--- src/rtl/pipe_pkg.sv ---
// Shared pipeline constants and the skid entry record used by the IF->ID stage.
package pipe_pkg;

   localparam logic [31:0] NOP_INST_DEF = 32'h02800000;
   localparam logic [31:0] RESET_PC_DEF = 32'h1bfffffc;

   typedef struct packed {
      logic [31:0] pc;
      logic [31:0] inst;
      logic        cancelled;
   } skid_entry_t;

endpackage

--- src/rtl/pipe_skid_stage_if.sv ---
// Handshake bundle between an upstream stage, the skid stage and the downstream stage.
interface pipe_skid_stage_if #(
   parameter int PC_W   = 32,
   parameter int INST_W = 32,
   parameter int DEPTH  = 2
);
   logic                       in_valid;
   logic                       in_ready;
   logic [PC_W-1:0]            in_pc;
   logic [INST_W-1:0]          in_inst;
   logic                       in_cancel;
   logic                       flush;
   logic                       out_valid;
   logic                       out_ready;
   logic [PC_W-1:0]            out_pc;
   logic [INST_W-1:0]          out_inst;
   logic                       out_cancelled;
   logic [$clog2(DEPTH):0]     occupancy;

   // stage side
   modport slave (
      input  in_valid, in_pc, in_inst, in_cancel, flush, out_ready,
      output in_ready, out_valid, out_pc, out_inst, out_cancelled, occupancy
   );

   // environment side (upstream producer + downstream consumer)
   modport master (
      output in_valid, in_pc, in_inst, in_cancel, flush, out_ready,
      input  in_ready, out_valid, out_pc, out_inst, out_cancelled, occupancy
   );
endinterface

--- src/rtl/pipe_skid_ram.sv ---
// DEPTH-entry skid storage: one synchronous write port, one asynchronous read port.
module pipe_skid_ram
   import pipe_pkg::*;
#(
   parameter int DEPTH = 2,
   parameter int AW    = $clog2(DEPTH)
) (
   input  logic          clk,
   input  logic          we,
   input  logic [AW-1:0] waddr,
   input  skid_entry_t   wdata,
   input  logic [AW-1:0] raddr,
   output skid_entry_t   rdata
);

   // contents are don't-care after reset/flush, so no reset on the array
   skid_entry_t mem [DEPTH];

   always_ff @(posedge clk) begin
      if (we) mem[waddr] <= wdata;
   end

   assign rdata = mem[raddr];

endmodule

--- src/rtl/pipe_skid_stage.sv ---
// Pipeline stage register with a DEPTH-entry skid FIFO, cancel-to-NOP and flush.
// Optional perf counters (stall_cnt, full_cnt) when PIPE_SKID_PERF_EN is defined.
module pipe_skid_stage
   import pipe_pkg::*;
#(
   parameter int                 PC_W     = 32,
   parameter int                 INST_W   = 32,
   parameter int                 DEPTH    = 2,
   parameter logic [INST_W-1:0]  NOP_INST = INST_W'(NOP_INST_DEF),
   parameter logic [PC_W-1:0]    RESET_PC = PC_W'(RESET_PC_DEF)
) (
   input  logic                  clk,
   input  logic                  rst,
`ifdef PIPE_SKID_PERF_EN
   output logic [31:0]           stall_cnt,
   output logic [31:0]           full_cnt,
`endif
   pipe_skid_stage_if.slave      bus
);

   localparam int             AW   = $clog2(DEPTH);
   localparam int             CW   = AW + 1;
   localparam logic [CW-1:0]  FULL = CW'(DEPTH);

   logic [AW-1:0] wr_ptr;
   logic [AW-1:0] rd_ptr;
   logic [CW-1:0] count;
   logic          empty;
   logic          push;
   logic          pop;
   skid_entry_t   wr_entry;
   skid_entry_t   rd_entry;

   // handshake terms come only from registered count, never from out_ready
   assign empty        = (count == '0);
   assign bus.in_ready = (count != FULL);
   assign bus.out_valid = !empty;
   assign push         = bus.in_valid && bus.in_ready;
   assign pop          = bus.out_valid && bus.out_ready;

   always_comb begin
      wr_entry.pc        = 32'(bus.in_pc);
      wr_entry.inst      = bus.in_cancel ? 32'(NOP_INST) : 32'(bus.in_inst);
      wr_entry.cancelled = bus.in_cancel;
   end

   pipe_skid_ram #(
      .DEPTH (DEPTH),
      .AW    (AW)
   ) u_ram (
      .clk   (clk),
      .we    (push && !bus.flush),
      .waddr (wr_ptr),
      .wdata (wr_entry),
      .raddr (rd_ptr),
      .rdata (rd_entry)
   );

   // flush wins over push/pop; pointers wrap naturally since DEPTH is a power of two
   always_ff @(posedge clk or posedge rst) begin
      if (rst) begin
         wr_ptr <= '0;
         rd_ptr <= '0;
         count  <= '0;
      end else if (bus.flush) begin
         wr_ptr <= '0;
         rd_ptr <= '0;
         count  <= '0;
      end else begin
         if (push) wr_ptr <= wr_ptr + AW'(1);
         if (pop)  rd_ptr <= rd_ptr + AW'(1);
         case ({push, pop})
            2'b10:   count <= count + CW'(1);
            2'b01:   count <= count - CW'(1);
            default: count <= count;
         endcase
      end
   end

   assign bus.out_pc        = empty ? RESET_PC : PC_W'(rd_entry.pc);
   assign bus.out_inst      = empty ? NOP_INST : INST_W'(rd_entry.inst);
   assign bus.out_cancelled = empty ? 1'b0     : rd_entry.cancelled;
   assign bus.occupancy     = count;

`ifdef PIPE_SKID_PERF_EN
   // counters survive flush; only rst clears them
   always_ff @(posedge clk or posedge rst) begin
      if (rst) begin
         stall_cnt <= '0;
         full_cnt  <= '0;
      end else begin
         if (bus.out_valid && !bus.out_ready) stall_cnt <= stall_cnt + 32'd1;
         if (count == FULL)                   full_cnt  <= full_cnt + 32'd1;
      end
   end
`endif

endmodule

--- src/flat_wrapper.sv ---
// flat-port wrapper written by rule: the top's interface ports become plain ports
module pipe_skid_stage_flat import pipe_pkg::*;
#(
   parameter int                 PC_W     = 32,
   parameter int                 INST_W   = 32,
   parameter int                 DEPTH    = 2,
   parameter logic [INST_W-1:0]  NOP_INST = INST_W'(NOP_INST_DEF),
   parameter logic [PC_W-1:0]    RESET_PC = PC_W'(RESET_PC_DEF)
)
  (clk, rst, bus_in_valid, bus_in_pc, bus_in_inst, bus_in_cancel, bus_flush, bus_out_ready, bus_in_ready, bus_out_valid, bus_out_pc, bus_out_inst, bus_out_cancelled, bus_occupancy);
  pipe_skid_stage_if #(.PC_W(PC_W), .INST_W(INST_W), .DEPTH(DEPTH)) bus_i ();
  input  logic clk;
  input  logic rst;
  input wire logic [$bits(bus_i.in_valid)-1:0] bus_in_valid;
  input wire logic [$bits(bus_i.in_pc)-1:0] bus_in_pc;
  input wire logic [$bits(bus_i.in_inst)-1:0] bus_in_inst;
  input wire logic [$bits(bus_i.in_cancel)-1:0] bus_in_cancel;
  input wire logic [$bits(bus_i.flush)-1:0] bus_flush;
  input wire logic [$bits(bus_i.out_ready)-1:0] bus_out_ready;
  output wire logic [$bits(bus_i.in_ready)-1:0] bus_in_ready;
  output wire logic [$bits(bus_i.out_valid)-1:0] bus_out_valid;
  output wire logic [$bits(bus_i.out_pc)-1:0] bus_out_pc;
  output wire logic [$bits(bus_i.out_inst)-1:0] bus_out_inst;
  output wire logic [$bits(bus_i.out_cancelled)-1:0] bus_out_cancelled;
  output wire logic [$bits(bus_i.occupancy)-1:0] bus_occupancy;
  assign bus_i.in_valid = bus_in_valid;
  assign bus_i.in_pc = bus_in_pc;
  assign bus_i.in_inst = bus_in_inst;
  assign bus_i.in_cancel = bus_in_cancel;
  assign bus_i.flush = bus_flush;
  assign bus_i.out_ready = bus_out_ready;
  assign bus_in_ready = bus_i.in_ready;
  assign bus_out_valid = bus_i.out_valid;
  assign bus_out_pc = bus_i.out_pc;
  assign bus_out_inst = bus_i.out_inst;
  assign bus_out_cancelled = bus_i.out_cancelled;
  assign bus_occupancy = bus_i.occupancy;
  pipe_skid_stage #(.PC_W(PC_W), .INST_W(INST_W), .DEPTH(DEPTH), .NOP_INST(NOP_INST), .RESET_PC(RESET_PC)) u_core (.clk(clk), .rst(rst), .bus(bus_i));
endmodule
--- config.mk ---
export PLATFORM = sky130hd
export DESIGN_NAME = pipe_skid_stage_flat
export DESIGN_NICKNAME = d
export VERILOG_FILES = /design/src/rtl/pipe_pkg.sv /design/src/rtl/pipe_skid_stage_if.sv /design/src/rtl/pipe_skid_ram.sv /design/src/rtl/pipe_skid_stage.sv /design/src/flat_wrapper.sv
export SDC_FILE = /design/constraint.sdc
export NUM_CORES = 1
export LEC_CHECK = 0
export BUFFER_PORTS_ARGS = -buffer_cell sky130_fd_sc_hd__buf_2
export CORE_ASPECT_RATIO = 1.75
export CORE_UTILIZATION = 53
export DETAILED_ROUTE_END_ITERATION = 12
export PLACE_DENSITY = 0.8
export SKIP_LAST_GASP = 1
export SLEW_MARGIN = 20
export SYNTH_ARGS = -nofsm -noshare
export SYNTH_HDL_FRONTEND = slang
export SYNTH_SLANG_ARGS = --single-unit
export TNS_END_PERCENT = 5
--- constraint.sdc ---
create_clock -name clk -period 7.2 [get_ports clk]
set_clock_uncertainty 0.15 [all_clocks]
set_input_delay 0.36 -clock clk [delete_from_list [all_inputs] [get_ports clk]]
set_output_delay 0.36 -clock clk [all_outputs]
set_load 0.02 [all_outputs]
# == After elaboration in Yosys (flattened, before gate mapping) ==
# Memory sizes are Yosys's and may differ from the RTL's.
# Cells that the tools add are included.
# word_totals
register_bits,4
mem_bits_rw,130
out_inout_bits,69
word_cells,32
mem_count,1
input_bits,70
# memory_table
memory,words,width,rd,rd_clocked_by_memory_dff,write_ports,line,rtl
u_core.u_ram.mem,2,65,1,0,1,pipe_skid_ram.sv:17,skid_entry_t mem [DEPTH];
# classes
n_mux,12
addsub,4
n_reduce_logical,9
n_eq_ne,3
# ops
op,count
$mux W32,3
$mux W1,7
$pmux W2 S2,1
$reduce_bool A2 Y1,2
$logic_and A1 B1 Y1,3
$reduce_bool A3 Y1,1
$add A1 B1 Y1 const B,2
$add A2 B1 Y2 const B,1
$eq A2 B1 Y1 const B,1
$eq A2 B2 Y1 const B,1
$logic_not A1 Y1,2
$logic_not A2 Y1,1
$mux W2,1
$ne A2 B2 Y1 const B,1
$sub A2 B1 Y2 const B,1

# == Logic depth before layout (Yosys ltp) ==
# Gate-level depths: netlist of run 1.
# logic_depth
depth_word,6
ltp_mapped,5
ltp_nobuf,4

# == Hierarchy ==
# From an unflattened synthesis of run 1, not the netlist that was laid out.
# unflattened
hier_cells,336
area_unflattened_um2,5805.6
# modules_own_cells
module,seq_area_each_um2,area_each_um2,cells_each,instances
pipe_skid_ram,3903.7,4908.5,204,1
pipe_skid_stage,100.1,897.1,132,1

# == Least setup slack after synthesis of run 1 ==
# No wires, ideal clock.
# synth_path
path_type,reg2reg
start,"register u_core.count[1], in the netlist u_core.bus.occupancy[1]"
end,"memory u_core.u_ram.mem[1][0] (netlist name), enable pin"
arrival_time_ns,5.738
setup_time_ns,0.581
n_path_buf,0
path_stages_with_launch,5
required_time_ns,6.469
setup_slack_ns,0.731
cell_sequence,dfrtp_1 -> nor2b_2 -> inv_1 -> nand2_1 -> nor3b_1
# synth_between
elab_chain_len,5
# synth_lines
item,line,rtl
start: declaration,pipe_skid_stage.sv:27,logic [CW-1:0] count;
start signal: assignment,pipe_skid_stage.sv:73,2'b10: count <= count + CW'(1);
start signal: assignment,pipe_skid_stage.sv:74,2'b01: count <= count - CW'(1);
start signal: assignment,pipe_skid_stage.sv:75,default: count <= count;
$ne A2 B2 Y1,pipe_skid_stage.sv:36,assign bus.in_ready = (count != FULL);
net bus_in_ready,flat_wrapper.sv:20,output wire logic [$bits(bus_i.in_ready)-1:0] bus_in_ready;
$logic_and A1 B1 Y1,pipe_skid_stage.sv:38,assign push = bus.in_valid && bus.in_ready;
$logic_and A1 B1 Y1,pipe_skid_stage.sv:52,".we (push && !bus.flush),"
$mux W1,pipe_skid_ram.sv:20,if (we) mem[waddr] <= wdata;
$mux W1 (not written as such),pipe_skid_ram.sv:20,
end: declaration,pipe_skid_ram.sv:17,
# The timed path passes the listed nets, and every way through them passes these cells.

# == Worst setup path in the final report of run 1 ==
# layout_path
start,"register u_core.count[1], in the netlist u_core.bus.occupancy[1]"
end,output port bus_out_pc[14]
# layout_between
elab_chain_len,2
# layout_lines
item,line,rtl
$logic_not A2 Y1,pipe_skid_stage.sv:35,assign empty = (count == '0);
$mux W32,pipe_skid_stage.sv:80,assign bus.out_pc = empty ? RESET_PC : PC_W'(rd_entry.pc);
end: declaration,flat_wrapper.sv:22,output wire logic [$bits(bus_i.out_pc)-1:0] bus_out_pc;
# Every way passes these cells.

==> results of run 1 <==
[cell type report]
class	count	area, um^2	share of cell area, %
Clock buffer	22	444	6.36
Clock inverter	10	82.6	1.18
Inverter	4	15.0	0.215
Multi-Input combinational cell	182	1240	17.7
Sequential cell	134	4010	57.4
Tap cell	125	156	2.24
Timing Repair Buffer	173	1050	15.0
[per-layer routing]
| layer | part of all wire, % | up-vias |
|---|---|---|
| met5 | 0 | - |
| met4 | 2.7 | 0 |
| met3 | 4.0 | 21 |
| met2 | 55 | 97 |
| met1 | 38 | 1551 |
| li1 | - | 1580 |
[cells by family after synthesis]
group | Yosys count | share of synthesized area (%)
AND/OR/NAND/NOR | 107 | 9.41
multiplexers | 66 | 12.3
AO/OA/AOI/OAI | 8 | 0.840
buffers and inverters | 22 | 2.57
XOR/XNOR | 1 | 0.163
flip-flops | 134 | 74.7
[how the worst max path moves through the flow]
| stage | from | slack (ns) | end | cells past startpoint |
|---|---|---|---|---|
| floorplan | u_core.bus.occupancy[1]$_DFFE_PP0P_ | 0.73 | u_core.u_ram.mem[1][0]$_DFFE_PP_ | 4 |
| global route | u_core.bus.occupancy[1]$_DFFE_PP0P_ | 3.73 | bus_out_pc[5] | 4 |
| detailed placement | u_core.bus.occupancy[1]$_DFFE_PP0P_ | 4.36 | bus_out_pc[2] | 4 |
| finish | u_core.bus.occupancy[1]$_DFFE_PP0P_ | 4.02 | bus_out_pc[14] | 4 |
| global placement | u_core.bus.occupancy[1]$_DFFE_PP0P_ | 4.53 | bus_out_pc[4] | 4 |
| CTS | u_core.bus.occupancy[1]$_DFFE_PP0P_ | 3.92 | bus_out_pc[14] | 4 |
[flip-flops by register name, indices dropped and copies added, names as in the netlist]
register              count
u_core.bus.occupancy      2
u_core.wr_ptr             1
u_core.rd_ptr             1
u_core.u_ram.mem        130
[power breakdown]
group	internal [mW]	switching (mW)
sequential	0.890	0.0166
combinational	0.0835	0.120
clock	0.470	0.283
[stage by stage]
stage	instances	utilization (%)	total power [mW]	setup WS (ns)	hold WS [ns]
4_1_cts	647	70.5	1.88	3.92	0.000777
5_1_grt	650	70.9	1.93	3.73	0.00767
3_5_place_dp	585	62.1	1.11	4.36	0.105
3_3_place_gp	585	62.1	1.10	4.53	0.104
2_1_floorplan	338	-	1.05	0.731	-0.0239
6_report	650	70.9	1.86	4.02	0.0253
[worst max-delay path: stages, from the launching register on]
cell	delay (ns)
dfrtp_1	0.47
nor2_4	0.74
inv_1	0.66
nand2_1	0.21
buf_2	0.19
[placed cells by master (no fill, tap or decap), drive strengths merged]
| cell type | instances |
|---|---|
| mux2i | 66 |
| clkbuf | 22 |
| o21ai | 2 |
| dfrtp | 4 |
| a21oi | 4 |
| clkinv | 8 |
| inv | 4 |
| nor3 | 1 |
| dlygate4sd3 | 32 |
| or3 | 1 |
| nor3b | 2 |
| clkinvlp | 1 |
| edfxtp | 130 |
| bufinv | 1 |
| a21o | 1 |
| nand3b | 1 |
| xor2 | 1 |
| o211ai | 1 |
| nor2 | 39 |
| buf | 141 |
| nor2b | 31 |
| or2 | 3 |
| nand2 | 29 |
[timing repair]
action	in CTS	in global routing
hold endpoints to repair	62	4
hold buffers	30	2
resized for setup	0	0
==> run_results.csv, run 1 <==
group,metric,value,unit
grt,antenna_found_initial,0,
critical_path,cp_max_fo,38,
critical_path,critPathLaunchType,"flop",
finish,antennaDiodeCount,0,
detailed_routing,firstDrtPassIters,4,
finish,postLayoutCellArea,0.00699,mm^2
detailed_routing,routed_wl,9660,um
detailed_routing,drc,0,
synthesis,yosys_warnings,0,
power,vdd_drop_max,0.192,mV
clocking,worstSkewPairLatency,0.39,ns
grt,grtUsageMet2,32.9,%
synthesis,syn_nets,408,
grt,grt_pass1_wl,14300,um
timing,worst_slew_margin_rel,40.1,%
timing,finalSetupTns,0,ns
clocking,cts_tree,"done",
status,outcome,"completed",
timing,period_minus_slack,3.18,ns
synthesis,avgSynthCellArea,15.9,um^2
die,fp.coreArea,0.00985,mm^2
detailed_routing,viasPerCell,5.00,
placement,placed_area,0.00612,mm^2
power,p_leak,2.62,nW
synthesis,synthMostInstantiatedCell,"edfxtp_1",
clocking,cts-root-buf,"clkbuf_16",
critical_path,r2r_cells,5,
critical_path,timing.rr.end,"u_core.u_ram.mem[1][46]$_DFFE_PP_",
detailed_routing,drt-initial-drc-count,103,
power,powerDensity,266,mW/mm^2
grt,first_global_vias,3090,
job,max-cap-violations,0,
grt,gr-total-overflow,0,
timing,worstMarginPinSlew,0.896,ns
grt,use_met3,4.32,%
timing,rsz0062_at_grt,"false",
critical_path,critPathCaptureType,"primary output",
timing,slew_violations,0,
placement,gp_congestion,0.727,
critical_path,r2r-start,"u_core.bus.occupancy[1]$_DFFE_PP0P_",
synthesis,yosys_most_used_dff,"edfxtp_1",
die,die-area,0.0105,mm^2
finish,fin_nets,582,
grt,track_usage,18.3,%
critical_path,arrival,2.67,ns
hold_path,min_from,"bus_in_pc[7]",
detailed_routing,wl_per_cell,14.9,um
synthesis,async_reset_ff_share,2.99,%
clocking,cts.sinks,134,
die,pin_count,139,
die,placementRows,48,
synthesis,ys_ff_latch,134,
critical_path,rrSetupSlack,4.88,ns
synthesis,netlist.top_cell.by_area,"edfxtp_1",
grt,grt_max_degree,67,
timing,clock.fmax,315,MHz
hold_path,hp-class,"input pin to flop",
finish,final_layout_size_suffix_gt1_share,33.1,%
detailed_routing,antenna_left,0,
placement,port_buffers,138,
critical_path,worstPathRequired,6.69,ns
clocking,clk_path_buf_depth,2,
synthesis,synth.distinct_cells,24,
hold_path,worstHoldEndpoint,"u_core.u_ram.mem[0][40]$_DFFE_PP_",
critical_path,critPathKind,"flop to primary output",
grt,grt.busiest_layer,"met2",
grt,grt_use_met1,19.1,%
timing,timing.final.crit_share,44.1,%
die,initial_utilization,54.4,%
hold_path,worstHoldPathCells,1,
synthesis,synth-edff-count,130,
placement,dp_hpwl,5840,um
timing,hold_viol,0,
die,die_y,135,um
synthesis,ys_top_cells_by_area,"edfxtp_1 73%, mux2i_1 12%, nor2b_1 3.5%",
detailed_routing,via_count,3249,
clocking,clk_pin_slew_worst_paths,0.05,ns
clocking,cts_htree_levels,4,
clocking,cts_made_buffers,17,
timing,finalSetupViolations,0,
synthesis,syn_inst,338,
synthesis,synth_area,0.00536,mm^2
finish,nFillCells,671,
die,fp.dieW,78.0,um
synthesis,synth_top_area_share,72.8,%
clocking,cts_setup_buffers,0,
finish,area_growth,30.4,%
synthesis,synthTopCellsByCount,"130 x edfxtp_1, 66 x mux2i_1, 39 x nor2_1, 30 x nor2b_1, 29 x nand2_1",
synthesis,ys_seq_area_share,74.7,%
Note: power is estimated with default switching activity, not from simulation.
==> inputs of run 2 (changes only) <==
--- a/config.mk
+++ b/config.mk
@@ -7,9 +7,9 @@
 export LEC_CHECK = 0
 export BUFFER_PORTS_ARGS = -buffer_cell sky130_fd_sc_hd__buf_2
 export CORE_ASPECT_RATIO = 1.75
-export CORE_UTILIZATION = 53
+export CORE_UTILIZATION = 47
 export DETAILED_ROUTE_END_ITERATION = 12
-export PLACE_DENSITY = 0.8
+export PLACE_DENSITY = 0.75
 export SKIP_LAST_GASP = 1
 export SLEW_MARGIN = 20
 export SYNTH_ARGS = -nofsm -noshare
==> constraint.sdc (replaced) <==
create_clock -name clk -period 2.79 [get_ports clk]
set_clock_uncertainty 0.15 [all_clocks]
set_input_delay 0.1395 -clock clk [delete_from_list [all_inputs] [get_ports clk]]
set_output_delay 0.1395 -clock clk [all_outputs]
set_load 0.02 [all_outputs]
==> run_results.csv, run 2 (synthesis results as in run 1) <==
group,metric,value,unit
clocking,cts_resized,0,
finish,fin_nets,623,
critical_path,cp_max_fo,29,
detailed_routing,routed_wl,10700,um
timing,clock.fmax,421,MHz
placement,port_buffers,138,
clocking,worstSkewPairLatency,0.40,ns
grt,gr-total-overflow,0,
grt,grt_pass1_wl,16800,um
detailed_routing,drc,0,
detailed_routing,firstDrtPassIters,4,
job,max-cap-violations,0,
critical_path,critPathKind,"flop to primary output",
timing,worst_slew_margin_rel,40.3,%
placement,dp_hpwl,6430,um
detailed_routing,viasPerCell,4.94,
die,fp.coreArea,0.0111,mm^2
clocking,cts-root-buf,"clkbuf_16",
power,p_leak,2.83,nW
timing,hold_viol,0,
detailed_routing,top_layer,"met4",
detailed_routing,drt-met1-wl,4230,um
detailed_routing,wl_per_cell,15.4,um
timing,period_minus_slack,2.38,ns
critical_path,worstPathRequired,2.50,ns
hold_path,hp-class,"input pin to async pin",
timing,worstMarginPinSlew,0.894,ns
die,fp.dieW,82.7,um
grt,grt_max_degree,41,
power,finalPower,5.18,mW
finish,antennaDiodeCount,0,
detailed_routing,via_count,3446,
grt,track_usage,19.7,%
die,pin_count,139,
timing,timing.final.crit_share,85.2,%
finish,area_growth,39.9,%
detailed_routing,drt-initial-drc-count,160,
clocking,cts_setup_buffers,0,
clocking,cts_htree_levels,4,
placement,gp_congestion,0.713,
finish,final_cell_mix,"138 x buf_2, 130 x edfxtp_1, 69 x dlygate4sd3_1, 66 x mux2i_1, 38 x nor2_1",
grt,antenna_found_initial,0,
detailed_routing,wl_met2,5820,um
timing,rsz0062_at_grt,"false",
die,placementRows,51,
detailed_routing,dr_wl_met3,424,um
timing,finalSetupTns,0,ns
clocking,clk_pin_slew_worst_paths,0.05,ns
critical_path,arrival,2.09,ns
finish,largest_reg_flops,130,
status,outcome,"completed",
detailed_routing,antenna_left,0,
finish,regMostFlops,"u_core.u_ram.mem",
clocking,cts_made_buffers,17,
clocking,clk_path_buf_depth,2,
finish,final_layout_size_suffix_gt1_share,32.9,%
critical_path,critPathCaptureType,"primary output",
power,powerDensity,691,mW/mm^2
critical_path,critPathLaunchType,"flop",
timing,slew_violations,0,
die,die_y,143,um
finish,final_common_cell,"buf_2",
grt,first_global_vias,3581,
clocking,cts.sinks,134,
die,die-area,0.0119,mm^2
clocking,cts_tree,"done",
timing,hold_ws,0.0313,ns
die,initial_utilization,48.3,%
timing,finalSetupViolations,0,
power,vdd_drop_max,0.480,mV
run 2: layout make-up:
type / instances / area (um^2)
clock buffer: 18 / 429
clock inverter: 14 / 184
fill: 793 / 3600
inverter: 4 / 17.5
multi-input combinational: 182 / 1260
sequential: 134 / 4010
tap: 132 / 165
timing repair buffer: 214 / 1430
run 2: repair_timing:
action                                  CTS  global route
endpoints found under the setup margin    0             0
hold endpoints to repair                136             0
hold buffers                             69             0
run 2: critical path: stages, from the launching register on:
cell	delay [ns]
dfrtp_4	0.74
buf_4	0.43
mux2i_1	0.25
nor2_1	0.06
buf_2	0.17
run 2: final timing paths:
check	startpoint	end	slack [ns]	cells past startpoint
max	u_core.rd_ptr$_DFFE_PP0P_	bus_out_inst[29]	0.41	4
min	rst	u_core.rd_ptr$_DFFE_PP0P_	0.03	3
max reg2reg	u_core.bus.occupancy[1]$_DFFE_PP0P_	u_core.u_ram.mem[1][22]$_DFFE_PP_	0.81	5
min reg2reg	u_core.wr_ptr$_DFFE_PP0P_	u_core.wr_ptr$_DFFE_PP0P_	0.48	2
max in group asynchronous	rst	u_core.rd_ptr$_DFFE_PP0P_	2.28	3
min in group clk	bus_in_cancel	u_core.u_ram.mem[1][0]$_DFFE_PP_	0.15	1
run 2: power breakdown:
part	internal (mW)	leakage (nW)	total, mW	switching [mW]
combinational	0.253	1.29	0.580	0.327
sequential	2.29	1.25	2.34	0.0416
clock	1.48	0.283	2.27	0.783
total	4.03	2.83	5.18	1.15
run 2: layer usage:
metal	up-vias	track usage [%]
li1	1653	-
met1	1660	21.9
met2	112	34.2
met3	21	4.47
met4	0	10.3
met5	-	0
run 2: through the flow:
stage          instances  utilization [%]  cell area, um^2  worst slack (ns)
2_1_floorplan        338                -             5400            -0.262
3_3_place_gp         597             55.8             6200             0.847
3_5_place_dp         597             55.8             6200             0.808
4_1_cts              698             67.6             7500             0.359
5_1_grt              698             67.6             7500             0.282
6_report             698             67.6             7500             0.414
==> inputs of run 3 (changes only) <==
--- a/config.mk
+++ b/config.mk
@@ -7,12 +7,13 @@
 export LEC_CHECK = 0
 export BUFFER_PORTS_ARGS = -buffer_cell sky130_fd_sc_hd__buf_2
 export CORE_ASPECT_RATIO = 1.75
-export CORE_UTILIZATION = 47
+export CORE_UTILIZATION = 48
 export DETAILED_ROUTE_END_ITERATION = 12
-export PLACE_DENSITY = 0.75
+export PLACE_DENSITY = 0.76
 export SKIP_LAST_GASP = 1
 export SLEW_MARGIN = 20
 export SYNTH_ARGS = -nofsm -noshare
 export SYNTH_HDL_FRONTEND = slang
+export SYNTH_HIERARCHICAL = 1
 export SYNTH_SLANG_ARGS = --single-unit
 export TNS_END_PERCENT = 5
==> run_results.csv, run 3 <==
group,metric,value,unit
finish,final_cell_mix,"138 x buf_2, 130 x edfxtp_1, 69 x dlygate4sd3_1, 50 x mux2_4, 37 x and2_1",
finish,nFillCells,816,
synthesis,ys_top_cells_by_area,"edfxtp_1 67%, mux2_4 13%, and2_1 4.1%",
synthesis,yosys_warnings,6,
detailed_routing,drt-initial-drc-count,97,
grt,antenna_found_initial,0,
critical_path,worstPathRequired,2.50,ns
clocking,cts_tree,"done",
clocking,cts_resized,0,
power,p_switching,1.16,mW
synthesis,yosys.area_share.simple,11.6,%
hold_path,hp-class,"input pin to async pin",
detailed_routing,dr_wl_met3,489,um
status,outcome,"completed",
power,powerDensity,637,mW/mm^2
timing,period_minus_slack,2.41,ns
clocking,cts_made_buffers,17,
synthesis,synth_area,0.00581,mm^2
power,p_clk_share,40.1,%
clocking,clk_path_buf_depth,2,
placement,placed_area,0.00663,mm^2
die,fp.coreArea,0.0116,mm^2
synthesis,synth_top_family_by_area,"multiplexers",
synthesis,ys_seq_area_share,69.0,%
synthesis,synthMostInstantiatedCell,"edfxtp_1",
finish,final_layout_size_suffix_gt1_share,43.9,%
synthesis,synthTopCellsByCount,"130 x edfxtp_1, 50 x mux2_4, 38 x and2_1, 31 x nor2b_1, 28 x nand2b_1",
synthesis,netlist.top_cell.by_area,"edfxtp_1",
job,max-cap-violations,0,
clocking,cts-root-buf,"clkbuf_16",
timing,finalSetupTns,0,ns
timing,slew_violations,0,
grt,first_global_vias,3738,
power,p_leak,3.08,nW
grt,track_usage,19.0,%
detailed_routing,antenna_left,0,
synthesis,synth_xor_area_share,0.151,%
power,p_int,3.84,mW
synthesis,ys_ff_latch,134,
die,placementRows,52,
synthesis,avgSynthCellArea,17.3,um^2
placement,place_ws,0.750,ns
finish,final_common_cell,"buf_2",
synthesis,yosys_most_used_dff,"edfxtp_1",
finish,fin_nets,623,
critical_path,cp_max_fo,27,
clocking,cts.sinks,134,
finish,antennaDiodeCount,0,
finish,postLayoutCellArea,0.00786,mm^2
timing,hold_viol,0,
detailed_routing,wl_met2,6210,um
critical_path,critPathKind,"flop to primary output",
timing,finalWorstSetupSlack,0.383,ns
synthesis,synth_top_area_share,67.2,%
timing,finalSetupViolations,0,
grt,gr-total-overflow,0,
clocking,cts_setup_buffers,0,
detailed_routing,via_count,3442,
synthesis,synthAdderAreaFrac,0,%
critical_path,arrival,2.12,ns
detailed_routing,drc,0,
die,die-area,0.0126,mm^2
critical_path,critPathLaunchType,"flop",
timing,worstMarginPinSlew,0.623,ns
synthesis,synth_compound_area_share,0.776,%
finish,largest_reg_flops,130,
die,fp.dieW,85.1,um
power,seqPwrFrac,46.6,%
die,pin_count,139,
synthesis,async_reset_ff_share,2.99,%
synthesis,syn_nets,406,
synthesis,synth.distinct_cells,25,
die,die_y,147,um
die,initial_utilization,49.8,%
placement,gp_congestion,0.703,
detailed_routing,top_layer,"met4",
power,vdd_drop_max,0.420,mV
clocking,cts_htree_levels,4,
clocking,worstSkewPairLatency,0.41,ns
grt,grt_max_degree,56,
timing,timing.final.crit_share,86.3,%
placement,port_buffers,138,
timing,rsz0062_at_grt,"false",
timing,clock.fmax,415,MHz
timing,hold_ws,0.0305,ns
placement,dp_hpwl,6680,um
grt,grt_pass1_wl,17700,um
finish,regMostFlops,"u_core/u_ram/mem",
synthesis,syn_inst,336,
detailed_routing,routed_wl,11300,um
detailed_routing,drt-met1-wl,4280,um
detailed_routing,viasPerCell,4.92,
synthesis,synthMuxAreaShare,16.0,%
synthesis,synth-edff-count,130,
power,power_frac_comb,13.3,%
detailed_routing,firstDrtPassIters,4,
finish,area_growth,35.3,%
power,swShare,23.1,%
timing,worst_slew_margin_rel,58.5,%
clocking,clk_pin_slew_worst_paths,0.05,ns
detailed_routing,wl_per_cell,16.1,um
critical_path,critPathCaptureType,"primary output",
## run 3: path summary, 6_finish.rpt
path | from | end | slack, ns | cells past startpoint
min in group clk | bus_in_valid | u_core/wr_ptr$_DFFE_PP0P_ | 0.04 | 4
min reg2reg | u_core/wr_ptr$_DFFE_PP0P_ | u_core/wr_ptr$_DFFE_PP0P_ | 0.47 | 2
min | rst | u_core/bus.occupancy[0]$_DFFE_PP0P_ | 0.03 | 3
max | u_core/rd_ptr$_DFFE_PP0P_ | bus_out_cancelled | 0.38 | 4
max in group asynchronous | rst | u_core/rd_ptr$_DFFE_PP0P_ | 2.28 | 3
max reg2reg | u_core/bus.occupancy[1]$_DFFE_PP0P_ | u_core/u_ram/mem[1][17]$_DFFE_PP_ | 0.77 | 4
## run 3: kinds of logic after synthesis
group | after synthesis
AOI/OAI and AO/OA | 8
DFF | 134
and+or+nand+nor | 107
muxes | 66
xor gates and xnor gates | 1
buffers and inverters | 20
## run 3: power by group through the flow
stage	Combinational, mW	Clock, mW	Sequential [mW]
after global placement	0.578	0	2.37
after detailed placement	0.587	0	2.37
final	0.663	2.01	2.33
after CTS	0.666	2.04	2.33
after global routing	0.711	2.12	2.34
after floorplan	0.429	0	2.35
## run 3: metrics by stage
step                      utilization (%)  power (mW)  cells
after floorplan                         -        2.78    336
after global placement               56.9        2.95    600
after detailed placement             56.9        2.96    600
after CTS                            67.5        5.04    700
after global routing                 67.5        5.17    700
final                                67.5        5.00    700
## run 3: final cells by class
class,count,area [um^2],area share [%]
clock inverter,13,109,1.39
clock buffer,18,429,5.46
multi-input combinational,182,1660,21.2
sequential,134,4010,51.0
tap,135,169,2.15
inverter,3,11.3,0.143
timing repair buffer,215,1470,18.7
## run 3: what timing repair did
action | in CTS | in global routing
hold buffers | 69 | 0
setup endpoints to repair | 0 | 0
endpoints found under the hold margin | 136 | 0
## run 3: worst max-delay path: stages (launching register included)
cell and delay, ns:
dfrtp_4 0.71, buf_4 0.33, mux2_2 0.37, and2_1 0.14
buf_2 0.16
## run 3: metal layers
| layer | GRT usage [%] | vias to the layer above |
|---|---|---|
| met4 | 11.2 | 0 |
| li1 | - | 1650 |
| met5 | 0 | - |
| met2 | 35.0 | 102 |
| met3 | 4.80 | 23 |
| met1 | 18.8 | 1667 |
